--- src/rtl/wb_arbiter_2.sv ---
// Two-master Wishbone arbiter onto a single shared slave port.
// Round-robin grant, held for the whole master cycle, with a watchdog
// that answers a silent slave with a one-cycle error to the granted master.
module wb_arbiter_2 #(
  parameter int DATA_WIDTH   = 128,
  parameter int ADDR_WIDTH   = 32,
  parameter int SELECT_WIDTH = DATA_WIDTH / 8,
  parameter int TIMEOUT      = 255
) (
  input  logic                    clk,
  input  logic                    rst,

  input  logic [ADDR_WIDTH-1:0]   wbm0_adr_i,
  input  logic [DATA_WIDTH-1:0]   wbm0_dat_i,
  output logic [DATA_WIDTH-1:0]   wbm0_dat_o,
  input  logic                    wbm0_we_i,
  input  logic [SELECT_WIDTH-1:0] wbm0_sel_i,
  input  logic                    wbm0_stb_i,
  input  logic                    wbm0_cyc_i,
  output logic                    wbm0_ack_o,
  output logic                    wbm0_err_o,
  output logic                    wbm0_rty_o,

  input  logic [ADDR_WIDTH-1:0]   wbm1_adr_i,
  input  logic [DATA_WIDTH-1:0]   wbm1_dat_i,
  output logic [DATA_WIDTH-1:0]   wbm1_dat_o,
  input  logic                    wbm1_we_i,
  input  logic [SELECT_WIDTH-1:0] wbm1_sel_i,
  input  logic                    wbm1_stb_i,
  input  logic                    wbm1_cyc_i,
  output logic                    wbm1_ack_o,
  output logic                    wbm1_err_o,
  output logic                    wbm1_rty_o,

  output logic [ADDR_WIDTH-1:0]   wbs_adr_o,
  input  logic [DATA_WIDTH-1:0]   wbs_dat_i,
  output logic [DATA_WIDTH-1:0]   wbs_dat_o,
  output logic                    wbs_we_o,
  output logic [SELECT_WIDTH-1:0] wbs_sel_o,
  output logic                    wbs_stb_o,
  input  logic                    wbs_ack_i,
  input  logic                    wbs_err_i,
  input  logic                    wbs_rty_i,
  output logic                    wbs_cyc_o,

  output logic [1:0]              gnt
);

  typedef enum logic [1:0] {
    IDLE  = 2'd0,
    GRANT = 2'd1,
    TMO   = 2'd2
  } state_t;

  localparam logic [16:0] TIMEOUT_CNT = 17'(TIMEOUT);

  state_t      state, state_next;
  logic [1:0]  gnt_next;
  logic        last_m1, last_m1_next;   // 1: master 1 was granted most recently
  logic [15:0] wd_cnt, wd_cnt_next;

  logic        g_cyc;
  logic        g_stb;
  logic        slv_term;

  assign g_cyc    = (gnt[0] & wbm0_cyc_i) | (gnt[1] & wbm1_cyc_i);
  assign g_stb    = (gnt[0] & wbm0_stb_i) | (gnt[1] & wbm1_stb_i);
  assign slv_term = wbs_ack_i | wbs_err_i | wbs_rty_i;

  // State, grant, round-robin history and watchdog registers.
  // last_m1 resets to 1 so that master 0 wins the first contested request.
  always_ff @(posedge clk) begin
    if (rst) begin
      state   <= IDLE;
      gnt     <= '0;
      last_m1 <= 1'b1;
      wd_cnt  <= '0;
    end else begin
      state   <= state_next;
      gnt     <= gnt_next;
      last_m1 <= last_m1_next;
      wd_cnt  <= wd_cnt_next;
    end
  end

  // Next-state: arbitrate in IDLE, hold grant while cyc stays high, run watchdog.
  // TMO is entered when the increment would reach TIMEOUT, so a termination in
  // that same cycle suppresses the timeout.
  always_comb begin
    state_next   = state;
    gnt_next     = gnt;
    last_m1_next = last_m1;
    wd_cnt_next  = '0;
    unique case (state)
      IDLE: begin
        if (wbm0_cyc_i || wbm1_cyc_i) begin
          state_next = GRANT;
          if (wbm0_cyc_i && (!wbm1_cyc_i || last_m1)) begin
            gnt_next     = 2'b01;
            last_m1_next = 1'b0;
          end else begin
            gnt_next     = 2'b10;
            last_m1_next = 1'b1;
          end
        end
      end
      GRANT: begin
        if (!g_cyc) begin
          state_next = IDLE;
          gnt_next   = '0;
        end else if (g_stb && !slv_term) begin
          if (({1'b0, wd_cnt} + 17'd1) >= TIMEOUT_CNT) begin
            state_next = TMO;
          end else begin
            wd_cnt_next = wd_cnt + 16'd1;
          end
        end
      end
      TMO: begin
        if (!g_cyc) begin
          state_next = IDLE;
          gnt_next   = '0;
        end else begin
          state_next = GRANT;
        end
      end
      default: begin
        state_next = IDLE;
        gnt_next   = '0;
      end
    endcase
  end

  // Slave-side mux and termination routing to the granted master.
  always_comb begin
    wbs_adr_o  = gnt[1] ? wbm1_adr_i : wbm0_adr_i;
    wbs_dat_o  = gnt[1] ? wbm1_dat_i : wbm0_dat_i;
    wbs_we_o   = gnt[1] ? wbm1_we_i  : wbm0_we_i;
    wbs_sel_o  = gnt[1] ? wbm1_sel_i : wbm0_sel_i;
    wbs_cyc_o  = 1'b0;
    wbs_stb_o  = 1'b0;
    wbm0_ack_o = 1'b0;
    wbm0_err_o = 1'b0;
    wbm0_rty_o = 1'b0;
    wbm1_ack_o = 1'b0;
    wbm1_err_o = 1'b0;
    wbm1_rty_o = 1'b0;
    if (state == GRANT) begin
      wbs_cyc_o  = g_cyc;
      wbs_stb_o  = g_stb;
      wbm0_ack_o = gnt[0] & wbs_ack_i;
      wbm0_err_o = gnt[0] & wbs_err_i;
      wbm0_rty_o = gnt[0] & wbs_rty_i;
      wbm1_ack_o = gnt[1] & wbs_ack_i;
      wbm1_err_o = gnt[1] & wbs_err_i;
      wbm1_rty_o = gnt[1] & wbs_rty_i;
    end else if (state == TMO) begin
      wbm0_err_o = gnt[0];
      wbm1_err_o = gnt[1];
    end
  end

  assign wbm0_dat_o = wbs_dat_i;
  assign wbm1_dat_o = wbs_dat_i;

endmodule

--- config.mk ---
export PLATFORM = sky130hd
export DESIGN_NAME = wb_arbiter_2
export DESIGN_NICKNAME = d
export VERILOG_FILES = /design/src/rtl/wb_arbiter_2.sv
export SDC_FILE = /design/constraint.sdc
export NUM_CORES = 1
export LEC_CHECK = 0
export CAP_MARGIN = 20
export CORE_AREA = 2 2 368 370
export DETAILED_ROUTE_END_ITERATION = 10
export DIE_AREA = 0 0 370 372
export DONT_BUFFER_PORTS = 1
export SETUP_SLACK_MARGIN = 0.3
export SKIP_LAST_GASP = 1
export SLEW_MARGIN = 20
export SYNTH_ARGS = -nofsm -noshare
export SYNTH_HDL_FRONTEND = slang
export SYNTH_SLANG_ARGS = --single-unit
--- constraint.sdc ---
create_clock -name clk -period 5.34 [get_ports clk]
set_clock_uncertainty 0.15 [all_clocks]
set_input_delay 0.534 -clock clk [delete_from_list [all_inputs] [get_ports clk]]
set_output_delay 0.534 -clock clk [all_outputs]
set_load 0.05 [all_outputs]
==> results of run 1 <==
[through the flow]
stage | setup slack [ps] | hold WS, ps
after floorplan | 2348 | 330.4
after global placement | 2581 | 358.0
after detailed placement | 2526 | 367.4
after CTS | 2241 | 208.5
after global routing | 2144 | 187.3
final | 2293 | 192.8
[worst reg2reg max path: cells and delay by family, from the launching register on]
kind            cells  cell delay (ps)
simple gates        2              510
flops               1              460
compound gates      3              660
fa+ha+maj           1              300
buf+inv             1              110
mux                 1              310
[final timing paths]
check                          endpoint  cells past startpoint                  from  slack (ps)
setup / recovery         wbs_dat_o[100]                      2   gnt[1]$_SDFFE_PP0P_        2290
hold / removal      gnt[1]$_SDFFE_PP0P_                      1                   rst         190
hold reg to reg    wd_cnt[0]$_SDFF_PP0_                      1  wd_cnt[0]$_SDFF_PP0_         380
setup reg to reg  state[0]$_SDFFE_PP0P_                      8  wd_cnt[0]$_SDFF_PP0_        2740
[kinds of logic after synthesis]
logic type,after synthesis,synth area share
compound gates,21,0.03321
xor+xnor,7,0.01197
fa+ha+maj,6,0.01465
buf+inv,288,0.3988
flops,21,0.08205
mux,181,0.3978
other cells,1,0.0007319
simple gates,59,0.06081
[state kept, by name (all words and copies together) (netlist names)]
signal and flops:
gnt 2, last_m1 1, state 2, wd_cnt 16
[synth_stat cells (all sizes together)]
| master | number | area share |
|---|---|---|
| mux2 | 178 | 0.39 |
| nor2b | 3 | 0.0037 |
| nand2b | 2 | 0.0024 |
| o211ai | 1 | 0.0015 |
| conb | 1 | 0.00073 |
| nor2 | 14 | 0.010 |
| nand2 | 10 | 0.0073 |
| a21oi | 5 | 0.0049 |
| xor2 | 4 | 0.0068 |
| nor3 | 5 | 0.0049 |
| nand3b | 1 | 0.0015 |
| a22oi | 1 | 0.0015 |
| a21boi | 1 | 0.0015 |
| a22o | 1 | 0.0017 |
| nor4 | 2 | 0.0024 |
| xnor2 | 3 | 0.0051 |
| nand3 | 6 | 0.0068 |
| dfxtp | 21 | 0.082 |
| buf | 258 | 0.38 |
| or3 | 3 | 0.0046 |
| mux2i | 3 | 0.0059 |
| and3 | 4 | 0.0049 |
| a31o | 1 | 0.0017 |
| inv | 10 | 0.0073 |
| or4 | 1 | 0.0015 |
| ha | 6 | 0.015 |
| clkbuf | 20 | 0.015 |
| o21ai | 2 | 0.0020 |
| o22ai | 1 | 0.0024 |
| and3b | 1 | 0.0020 |
| a221oi | 2 | 0.0059 |
| nand4 | 6 | 0.0073 |
| o2111ai | 2 | 0.0034 |
| or2 | 1 | 0.0012 |
| o31ai | 1 | 0.0015 |
| a31oi | 2 | 0.0037 |
| o2bb2ai | 1 | 0.0017 |
[metal layers]
layer / up-vias / GRT usage
met4: 136 / 0.007739
met3: 307 / 0.1144
li1: 1229 / -
met5: - / 0.001399
met1: 1616 / 0.08058
met2: 788 / 0.1197
[final cells by class]
class / instances / area, sq um
repair buffers: 2 / 27.53
inverters: 10 / 37.54
clock buffers: 4 / 78.83
well taps: 1781 / 2228
fillers: 15940 / 128700
flip-flops and latches: 21 / 424.2
multi-input cells: 282 / 2686
diodes: 30 / 75.07
[power breakdown]
part           switching [mW]  internal [mW]
sequential             0.0187          0.164
combinational           0.654          0.149
clock                  0.0559          0.102
==> implementation parameters, run 1 <==
Parameter                              Value

Placed design
  Post-DP HPWL ... 60990 microns
  Placed cell count ... 2096
  RD Place Congestion ... 0.8867
  Count of input and output buffers ... 0
  Cell area reported after detailed placement ... 5404 sq um

Clocking
  Number of hold-repair buffers added at the cts stage ... 0
  Resized Gates After CTS ... 0
  Setup Buffers After CTS ... 0
  Total number of H-tree levels ... 1
  Clock buffer count from CTS ... 3
  CTS clk-pin slew, worst paths ... 60 ps
  Clock tree buffer depth ... 2
  Clock tree from TritonCTS ... done
  Clock latency on the worst-skew pair ... 250 ps
  Clock root buffer ... sky130_fd_sc_hd__clkbuf_16
  Clock net sink count ... 21

Timing
  Final setup fails ... 0
  Period minus WS final ... 3047 ps
  Rel. slew slack ... 0.3000
  Setup TNS ... 0 ps
  Timing-limited maximum frequency ... 328.2 MHz
  Fin crit share ... 0.5706
  Number of failing hold endpoints at the final stage ... 0
  Setup repair after global routing missed its margin ... false
  Number of max-slew violations in the final report ... 0
  Worst slew pin tran ... 1048 ps

Route
  Detail-routed net length per standard cell ... 30.26 microns
  Remaining design rule violation count ... 0
  Total length of routed met3 wires ... 17540 microns
  Number of vias after detailed routing ... 4076
  Iteration count of the initial detailed-routing pass ... 5
  Vias per cell ... 1.914
  DRT Wirelength ... 64460 microns
  DRC marker count from the first detailed-route iteration ... 333
  WL met2 ... 24860 microns
  Length of routed wiring on met1 ... 19520 microns
  Top Metal Used ... met5
  DRT antenna net count ... 0

Setup path
  Slowest cell on the critical path ... sky130_fd_sc_hd__dfxtp_4
  Cell class contributing the biggest share of worst-path delay ... flip-flops
  Data required time at the worst endpoint ... 4660 ps
  Arrival time of the worst setup path ... 2360 ps
  Worst setup SP type ... flop
  Number of buffers and inverters on the critical path ... 1
  Class of the most critical setup path ... reg2out
  Ordered cell list for the critical path ... buf_4 > mux2_2
  Worst stage delay on the critical path ... 710 ps
  CP Max Fanout ... 61
  Element type at the critical path end ... output pin

Global route
  First-pass GRT wire length ... 69340 microns
  Largest net degree at the start of global routing ... 100
  Number of global-route vias before repair ... 3156
  Number of antenna violations at the first check in global routing ... 136
  Total overflow reported by the global router ... 0
  Total global-route track usage ... 0.08708

Flow run
  Maxcap violations ... 0

Power
  PwrDens ... 205.7 nW/um^2
  Leak Pwr ... 1.133 nW
  Sum of internal, switching and leakage power ... 1.144 mW
  Maximum ir drop on the vdd rail ... 0.1280 mV

Synth
  Syn avg cell area ... 8.773 sq um
  Sequential share of the synthesized area ... 0.08205
  Flip-flop and latch count after synthesis ... 21
  Synth cell types ... 43
  Synthesized instance count ... 584
  Count of synthesis-stage warnings from yosys ... 0
  Post-Synthesis Cell Area ... 5124 sq um

Final layout
  Layout area overhead ... 8.474%
  Fraction of final layout cells sized beyond drive strength 1 ... 0.6050
  Utilization after layout ... 0.04139
  Final standard cell count with taps included and fillers excluded ... 2130
  Leading cell types in the layout, fill and taps excluded ... 177 x sky130_fd_sc_hd__mux2_2, 20 x sky130_fd_sc_hd__dfxtp_1, 14 x sky130_fd_sc_hd__nor2_1, 10 x sky130_fd_sc_hd__inv_1, 10 x sky130_fd_sc_hd__nand2_1
  Post-route cell area ... 5558 sq um
  Most common cell after layout, fill and taps aside ... sky130_fd_sc_hd__mux2_2
  Number of nets in the layout ... 817

Die
  Overall die area ... 137600 sq um
  Die width ... 370 microns
  Top Ports ... 934
  Starting density of the core ... 0.03816
  Vertical die dimension ... 372 microns
  Row cnt ... 135
  Core box area ... 134300 sq um

Worst hold path
  Worst min path class ... in2reg

Run status
  Result of the run ... finished clean
(Power assumes the default switching activity.)
==> run 2, diff against run 1 <==
--- a/config.mk
+++ b/config.mk
@@ -5,10 +5,11 @@
 export SDC_FILE = /design/constraint.sdc
 export NUM_CORES = 1
 export LEC_CHECK = 0
+export ABC_AREA = 1
 export CAP_MARGIN = 20
-export CORE_AREA = 2 2 368 370
+export CORE_AREA = 2 2 365 367
 export DETAILED_ROUTE_END_ITERATION = 10
-export DIE_AREA = 0 0 370 372
+export DIE_AREA = 0 0 367 369
 export DONT_BUFFER_PORTS = 1
 export SETUP_SLACK_MARGIN = 0.3
 export SKIP_LAST_GASP = 1
==> constraint.sdc (replaced) <==
create_clock -name clk -period 2.6 [get_ports clk]
set_clock_uncertainty 0.15 [all_clocks]
set_input_delay 0.26 -clock clk [delete_from_list [all_inputs] [get_ports clk]]
set_output_delay 0.26 -clock clk [all_outputs]
set_load 0.05 [all_outputs]
==> run 2 against run 1 <==
Net effect: register-to-register slack got worse by 2200 ps; cell count rose by 25%; sequential cell count did not move; global-route usage rose by 1.4 points; combinational power rose to 4.9 times the previous value; wire length rose by 12%; area after synthesis rose by 4.2%; worst setup slack got worse by 1900 ps; sequential share of layout area fell by 2.7 points; core utilization rose by 2.5 points; sequential power rose by 98%; via count rose by 50%.
==> implementation parameters, run 2 <==
Parameter                              Value

Synth
  Library cell with the largest summed area after synthesis ... sky130_fd_sc_hd__nand2_1
  Syn avg cell area ... 5.210 sq um
  Synthesized instance count ... 1025
  Share of Yosys cell area claimed by the top area cell type ... 0.4063
  Synth cell types ... 25
  Top cell types by occurrence after synthesis ... 578 x sky130_fd_sc_hd__nand2_1, 256 x sky130_fd_sc_hd__buf_4, 39 x sky130_fd_sc_hd__clkbuf_1, 33 x sky130_fd_sc_hd__nor2_1, 31 x sky130_fd_sc_hd__inv_1
  Count of synthesis-stage warnings from yosys ... 0
  Flip-flop and latch count after synthesis ... 21
  Biggest area contributors in the synthesized netlist ... sky130_fd_sc_hd__nand2_1 41%, sky130_fd_sc_hd__buf_4 36%, sky130_fd_sc_hd__dfxtp_1 7.9%, sky130_fd_sc_hd__clkbuf_1 2.7%, sky130_fd_sc_hd__nor2_1 2.3%
  Top flip-flop cell by instance count after synthesis ... sky130_fd_sc_hd__dfxtp_1
  Dominant cell by count in the synthesized netlist ... sky130_fd_sc_hd__nand2_1
  Async set or reset register ratio after synthesis ... 0
  Sequential share of the synthesized area ... 0.07873
  Post-Synthesis Cell Area ... 5340 sq um
  EDFF count, synth ... 0

Die
  Starting density of the core ... 0.04072
  Vertical die dimension ... 369 microns
  Die width ... 367 microns
  Row cnt ... 133
  Overall die area ... 135400 sq um
  Core box area ... 131100 sq um
  Top Ports ... 934

Final layout
  Largest registers ... wd_cnt (16), gnt (2), state (2)
  Register with the most flip-flops ... wd_cnt
  FF+latch area ... 426.7 sq um
  Final standard cell count with taps included and fillers excluded ... 2662
  Layout area overhead ... 62.68%
  Most common cell after layout, fill and taps aside ... sky130_fd_sc_hd__nand2_1
  Multi-input gate area ... 3102 sq um
  Largest register FFs ... 16
  Number of nets in the layout ... 1391
  Fraction of final layout cells sized beyond drive strength 1 ... 0.3415
  Leading cell types in the layout, fill and taps excluded ... 454 x sky130_fd_sc_hd__nand2_1, 125 x sky130_fd_sc_hd__nand2_2, 117 x sky130_fd_sc_hd__buf_12, 30 x sky130_fd_sc_hd__inv_1, 30 x sky130_fd_sc_hd__buf_4
  Fill cell count ... 15.53k
  Utilization after layout ... 0.06625

Setup path
  Most prevalent standard cell on the critical path ... sky130_fd_sc_hd__nand2_1
  Number of buffers and inverters on the critical path ... 2
  Element type at the critical path end ... output pin
  Data required time at the worst endpoint ... 2190 ps
  Class of the most critical setup path ... reg2out
  Arrival time of the worst setup path ... 1840 ps
  Cell class contributing the biggest share of worst-path delay ... simple AND/OR/NAND/NOR gates
  Worst setup SP type ... flop
  Worst stage delay on the critical path ... 400 ps
  Slowest cell on the critical path ... sky130_fd_sc_hd__nand2_1
  CP Max Fanout ... 42
  Ordered cell list for the critical path ... inv_12 > nand2_1 > nand2_1 > buf_12

Route
  DRT Wirelength ... 72140 microns
  Vias per cell ... 2.296
  Remaining design rule violation count ... 0
  Detail-routed net length per standard cell ... 27.10 microns
  DRC marker count from the first detailed-route iteration ... 280
  Iteration count of the initial detailed-routing pass ... 5
  DRT antenna net count ... 0
  Number of vias after detailed routing ... 6113

Clocking
  Clock net sink count ... 21
  Clock root buffer ... sky130_fd_sc_hd__clkbuf_16
  Clock tree buffer depth ... 2
  Clock buffer count from CTS ... 3
  Clock tree from TritonCTS ... done
  Clock latency on the worst-skew pair ... 250 ps
  CTS clk-pin slew, worst paths ... 50 ps
  Total number of H-tree levels ... 1

Global route
  First-pass GRT wire length ... 83160 microns
  Number of global-route vias before repair ... 5703
  Total overflow reported by the global router ... 0
  Total global-route track usage ... 0.1009
  Number of antenna violations at the first check in global routing ... 66
  Largest net degree at the start of global routing ... 89

Timing
  Setup repair after global routing missed its margin ... false
  Fin crit share ... 0.8650
  Number of failing hold endpoints at the final stage ... 0
  Period minus WS final ... 2249 ps
  Setup TNS ... 0 ps
  Number of max-slew violations in the final report ... 0
  Timing-limited maximum frequency ... 444.6 MHz
  Final setup fails ... 0

Placed design
  Post-DP HPWL ... 64680 microns
  RD Place Congestion ... 0.8277
  Placed cell count ... 2638
  Count of input and output buffers ... 0

Power
  PwrDens ... 529.6 nW/um^2
  Clk pwr share ... 0.070
  Portion of total power attributed to combinational logic ... 0.851
  Proportion of power drawn by flip-flops and latches ... 0.078
  Leak Pwr ... 3.463 nW
  Maximum ir drop on the vdd rail ... 0.2475 mV
  Sum of internal, switching and leakage power ... 4.601 mW
  Switching share of power ... 0.6101
  P_sw ... 2.807 mW
  Internal portion of total power ... 1.794 mW

Run status
  Result of the run ... finished clean

Worst hold path
  Worst min path class ... in2reg

Flow run
  Maxcap violations ... 0
run 2: layout make-up:
class | instances | area share
multi-input combinational | 682 | 0.3570
tap | 1755 | 0.2528
clock inverter | 1 | 0.0005761
inverter | 33 | 0.01599
antenna | 14 | 0.004033
clock buffer | 3 | 0.008642
timing repair buffer | 153 | 0.3118
sequential | 21 | 0.04911
run 2: worst reg2reg max path: cells and delay by family, from the launching register on:
kind	cells	cell delay, ps
AND/OR/NAND/NOR	14	1120
flip-flops	1	370
buffers and inverters	1	130
adder cells (fa/ha/maj)	1	210
run 2: final timing paths:
check                             from                     to  slack, ps  cells after the start
setup / recovery   gnt[1]$_SDFFE_PP0P_          wbs_adr_o[12]        350                      4
hold reg to reg   wd_cnt[0]$_SDFF_PP0_   wd_cnt[0]$_SDFF_PP0_        320                      1
setup reg to reg  wd_cnt[0]$_SDFF_PP0_  state[0]$_SDFFE_PP0P_        520                     16
hold / removal                     rst  state[0]$_SDFFE_PP0P_         10                      3
run 2: repair_timing:
item,4_1_cts,5_1_grt
setup endpoints to repair,81,19
gates resized for setup,17,17
gates cloned,3,0
hold endpoints to repair,3,0
buffers inserted,2,0
hold buffers,1,0
run 2: per-stage QoR:
stage / hold WS [ps] / worst slack (ps) / cell area, sq um
after floorplan: 179.1 / 180.9 / 5649
after global placement: 177.6 / 53.68 / 8351
after detailed placement: 177.9 / 61.17 / 8351
after CTS: 11.29 / 306.6 / 8620
after global routing: 34.23 / 301.0 / 8670
final: 14.02 / 350.9 / 8687
run 2: power groups by stage:
stage | logic (mW) | clock network (mW) | registers (mW)
global placement | 3.83 | 0 | 0.365
detailed placement | 3.84 | 0 | 0.366
global route | 4.11 | 0.344 | 0.364
CTS | 3.99 | 0.332 | 0.361
finish | 3.92 | 0.322 | 0.361
floorplan | 3.10 | 0 | 0.373
run 2: per-layer routing:
metal	vias to the layer above	GRT usage	share of wire
met3	158	0.1168	0.25
met1	2569	0.09781	0.33
met2	736	0.1369	0.39
met5	-	0.008903	0.0092
met4	84	0.02498	0.029
li1	2566	-	-
run 2: cell families after synthesis:
group,share of synthesized area
AOI/OAI and AO/OA,0.01500
and+or+nand+nor,0.4768
xor gates and xnor gates,0.003281
other,0.0007022
DFF,0.07872
adders and majority gates,0.01406
buffers and inverters,0.4114
==> run 3, diff against run 2 <==
--- a/config.mk
+++ b/config.mk
@@ -8,11 +8,12 @@
 export ABC_AREA = 1
 export CAP_MARGIN = 20
 export CORE_AREA = 2 2 365 367
+export CTS_BUF_LIST = sky130_fd_sc_hd__clkbuf_4
 export DETAILED_ROUTE_END_ITERATION = 10
 export DIE_AREA = 0 0 367 369
 export DONT_BUFFER_PORTS = 1
+export GPL_ROUTABILITY_DRIVEN = 1
 export SETUP_SLACK_MARGIN = 0.3
-export SKIP_LAST_GASP = 1
 export SLEW_MARGIN = 20
 export SYNTH_ARGS = -nofsm -noshare
 export SYNTH_HDL_FRONTEND = slang
==> run 3 against run 2 <==
Net effect: core utilization hardly changed; design area hardly changed; critical path depth is 1 higher; wire length is 0.26% higher; clock-buffer cell count stayed put; critical endpoint is now wbs_dat_o[2]; largest power group unchanged.
==> implementation parameters, run 3 (same netlist as run 2, synthesis figures left out) <==
Parameter                              Value

Global route
  Number of global-route vias before repair ... 5705
  First-pass GRT wire length ... 83390 microns
  Total global-route track usage ... 0.1010
  Number of antenna violations at the first check in global routing ... 64
  Largest net degree at the start of global routing ... 89
  Total overflow reported by the global router ... 0

Route
  DRC marker count from the first detailed-route iteration ... 321
  Detail-routed net length per standard cell ... 27.17 microns
  Number of vias after detailed routing ... 6187
  Remaining design rule violation count ... 0
  Vias per cell ... 2.324
  DRT antenna net count ... 0
  Iteration count of the initial detailed-routing pass ... 5
  DRT Wirelength ... 72330 microns

Clocking
  CTS clk-pin slew, worst paths ... 120 ps
  Clock buffer count from CTS ... 3
  Clock tree buffer depth ... 2
  Total number of H-tree levels ... 1
  Clock net sink count ... 21
  Clock root buffer ... sky130_fd_sc_hd__clkbuf_4
  Clock latency on the worst-skew pair ... 320 ps
  Clock tree from TritonCTS ... done

Final layout
  Leading cell types in the layout, fill and taps excluded ... 445 x sky130_fd_sc_hd__nand2_1, 127 x sky130_fd_sc_hd__nand2_2, 117 x sky130_fd_sc_hd__buf_12, 30 x sky130_fd_sc_hd__inv_1, 30 x sky130_fd_sc_hd__buf_4
  Number of nets in the layout ... 1391
  Layout area overhead ... 62.63%
  Register with the most flip-flops ... wd_cnt
  Fraction of final layout cells sized beyond drive strength 1 ... 0.3505
  Largest registers ... wd_cnt (16), gnt (2), state (2)
  Largest register FFs ... 16
  Most common cell after layout, fill and taps aside ... sky130_fd_sc_hd__nand2_1

Die
  Die width ... 367 microns
  Row cnt ... 133
  Starting density of the core ... 0.04072
  Core box area ... 131100 sq um
  Vertical die dimension ... 369 microns
  Overall die area ... 135400 sq um
  Top Ports ... 934

Setup path
  Data required time at the worst endpoint ... 2190 ps
  Class of the most critical setup path ... reg2out
  Worst setup SP type ... flop
  Worst reg-to-reg setup slack ... 490 ps
  Arrival time of the worst setup path ... 1880 ps
  Element type at the critical path end ... output pin
  CP Max Fanout ... 25

Timing
  Timing-limited maximum frequency ... 437.1 MHz
  Fin worst setup slack ... 312.2 ps
  Worst slew pin tran ... 551.2 ps
  Setup repair after global routing missed its margin ... true
  Rel. slew slack ... 0.6326
  Final setup fails ... 0
  Period minus WS final ... 2288 ps
  Number of max-slew violations in the final report ... 0
  Setup TNS ... 0 ps
  Number of failing hold endpoints at the final stage ... 0
  Fin crit share ... 0.8799

Worst hold path
  Worst min path class ... in2reg

Placed design
  RD Place Congestion ... 0.8277
  Setup slack after placement ... 61.17 ps
  Post-DP HPWL ... 64680 microns
  Count of input and output buffers ... 0

Flow run
  Maxcap violations ... 0

Power
  Leak Pwr ... 3.448 nW
  PwrDens ... 513.5 nW/um^2
  Maximum ir drop on the vdd rail ... 0.2477 mV

Run status
  Result of the run ... finished clean
run 3: changes by cell type in the layout (fill, tap and decap cells not counted), sizes merged:
cell	change
bufbuf	-2
buf	+2
run 3: cell type report:
type / instances / area [sq um]
fill: 15520 / 122400
clock buffer: 3 / 22.52
tap: 1755 / 2196
timing repair buffer: 153 / 2703
inverter: 33 / 140.1
antenna: 14 / 35.03
sequential: 21 / 426.7
clock inverter: 1 / 5.005
multi-input combinational: 682 / 3157
run 3: final timing paths:
check / startpoint / end / depth (start not counted)
max reg2reg: wd_cnt[0]$_SDFF_PP0_ / state[0]$_SDFFE_PP0P_ / 16
min: rst / wd_cnt[1]$_SDFF_PP0_ / 3
min reg2reg: wd_cnt[0]$_SDFF_PP0_ / wd_cnt[0]$_SDFF_PP0_ / 1
max: gnt[1]$_SDFFE_PP0P_ / wbs_dat_o[2] / 5
run 3: critical path, stage by stage (launching register included):
cell	delay, ps
sky130_fd_sc_hd__dfxtp_4	450
sky130_fd_sc_hd__buf_12	150
sky130_fd_sc_hd__buf_16	220
sky130_fd_sc_hd__nand2_1	110
sky130_fd_sc_hd__nand2_2	330
sky130_fd_sc_hd__buf_12	190
run 3: metrics by stage:
step	std cells	util	area, sq um	power, mW	hold WS (ps)
2_1_floorplan	1032	-	5649	3.476	179.1
3_3_place_gp	2638	0.06368	8351	4.198	177.6
3_5_place_dp	2638	0.06368	8351	4.211	177.9
4_1_cts	2648	0.06556	8597	4.528	78.82
5_1_grt	2656	0.06611	8670	4.669	76.81
6_report	2662	0.06623	8685	4.460	74.94
run 3: repair_timing:
item	CTS	global route
endpoints found under the setup margin	146	52
buffers inserted	2	0
cloned	3	0
pin swaps	0	0
hold endpoints to repair	5	0
gates resized for setup	36	16
hold buffers	1	0
run 3: per-layer routing:
layer / track usage / part of all wire / wire length [microns] / vias to the layer above
met5: 0.009972 / 0.0094 / 679 / -
met4: 0.02648 / 0.029 / 2127 / 82
met3: 0.1064 / 0.23 / 16410 / 157
met2: 0.1371 / 0.38 / 27790 / 746
met1: 0.1038 / 0.35 / 25320 / 2637
li1: - / - / - / 2565
run 3: power by group:
group | internal [mW] | total [mW] | leakage, nW | switching (mW)
clock | 0.0576 | 0.163 | 0.0178 | 0.105
sequential | 0.341 | 0.362 | 0.175 | 0.0214
combinational | 1.25 | 3.94 | 3.26 | 2.69
total | 1.65 | 4.46 | 3.45 | 2.81
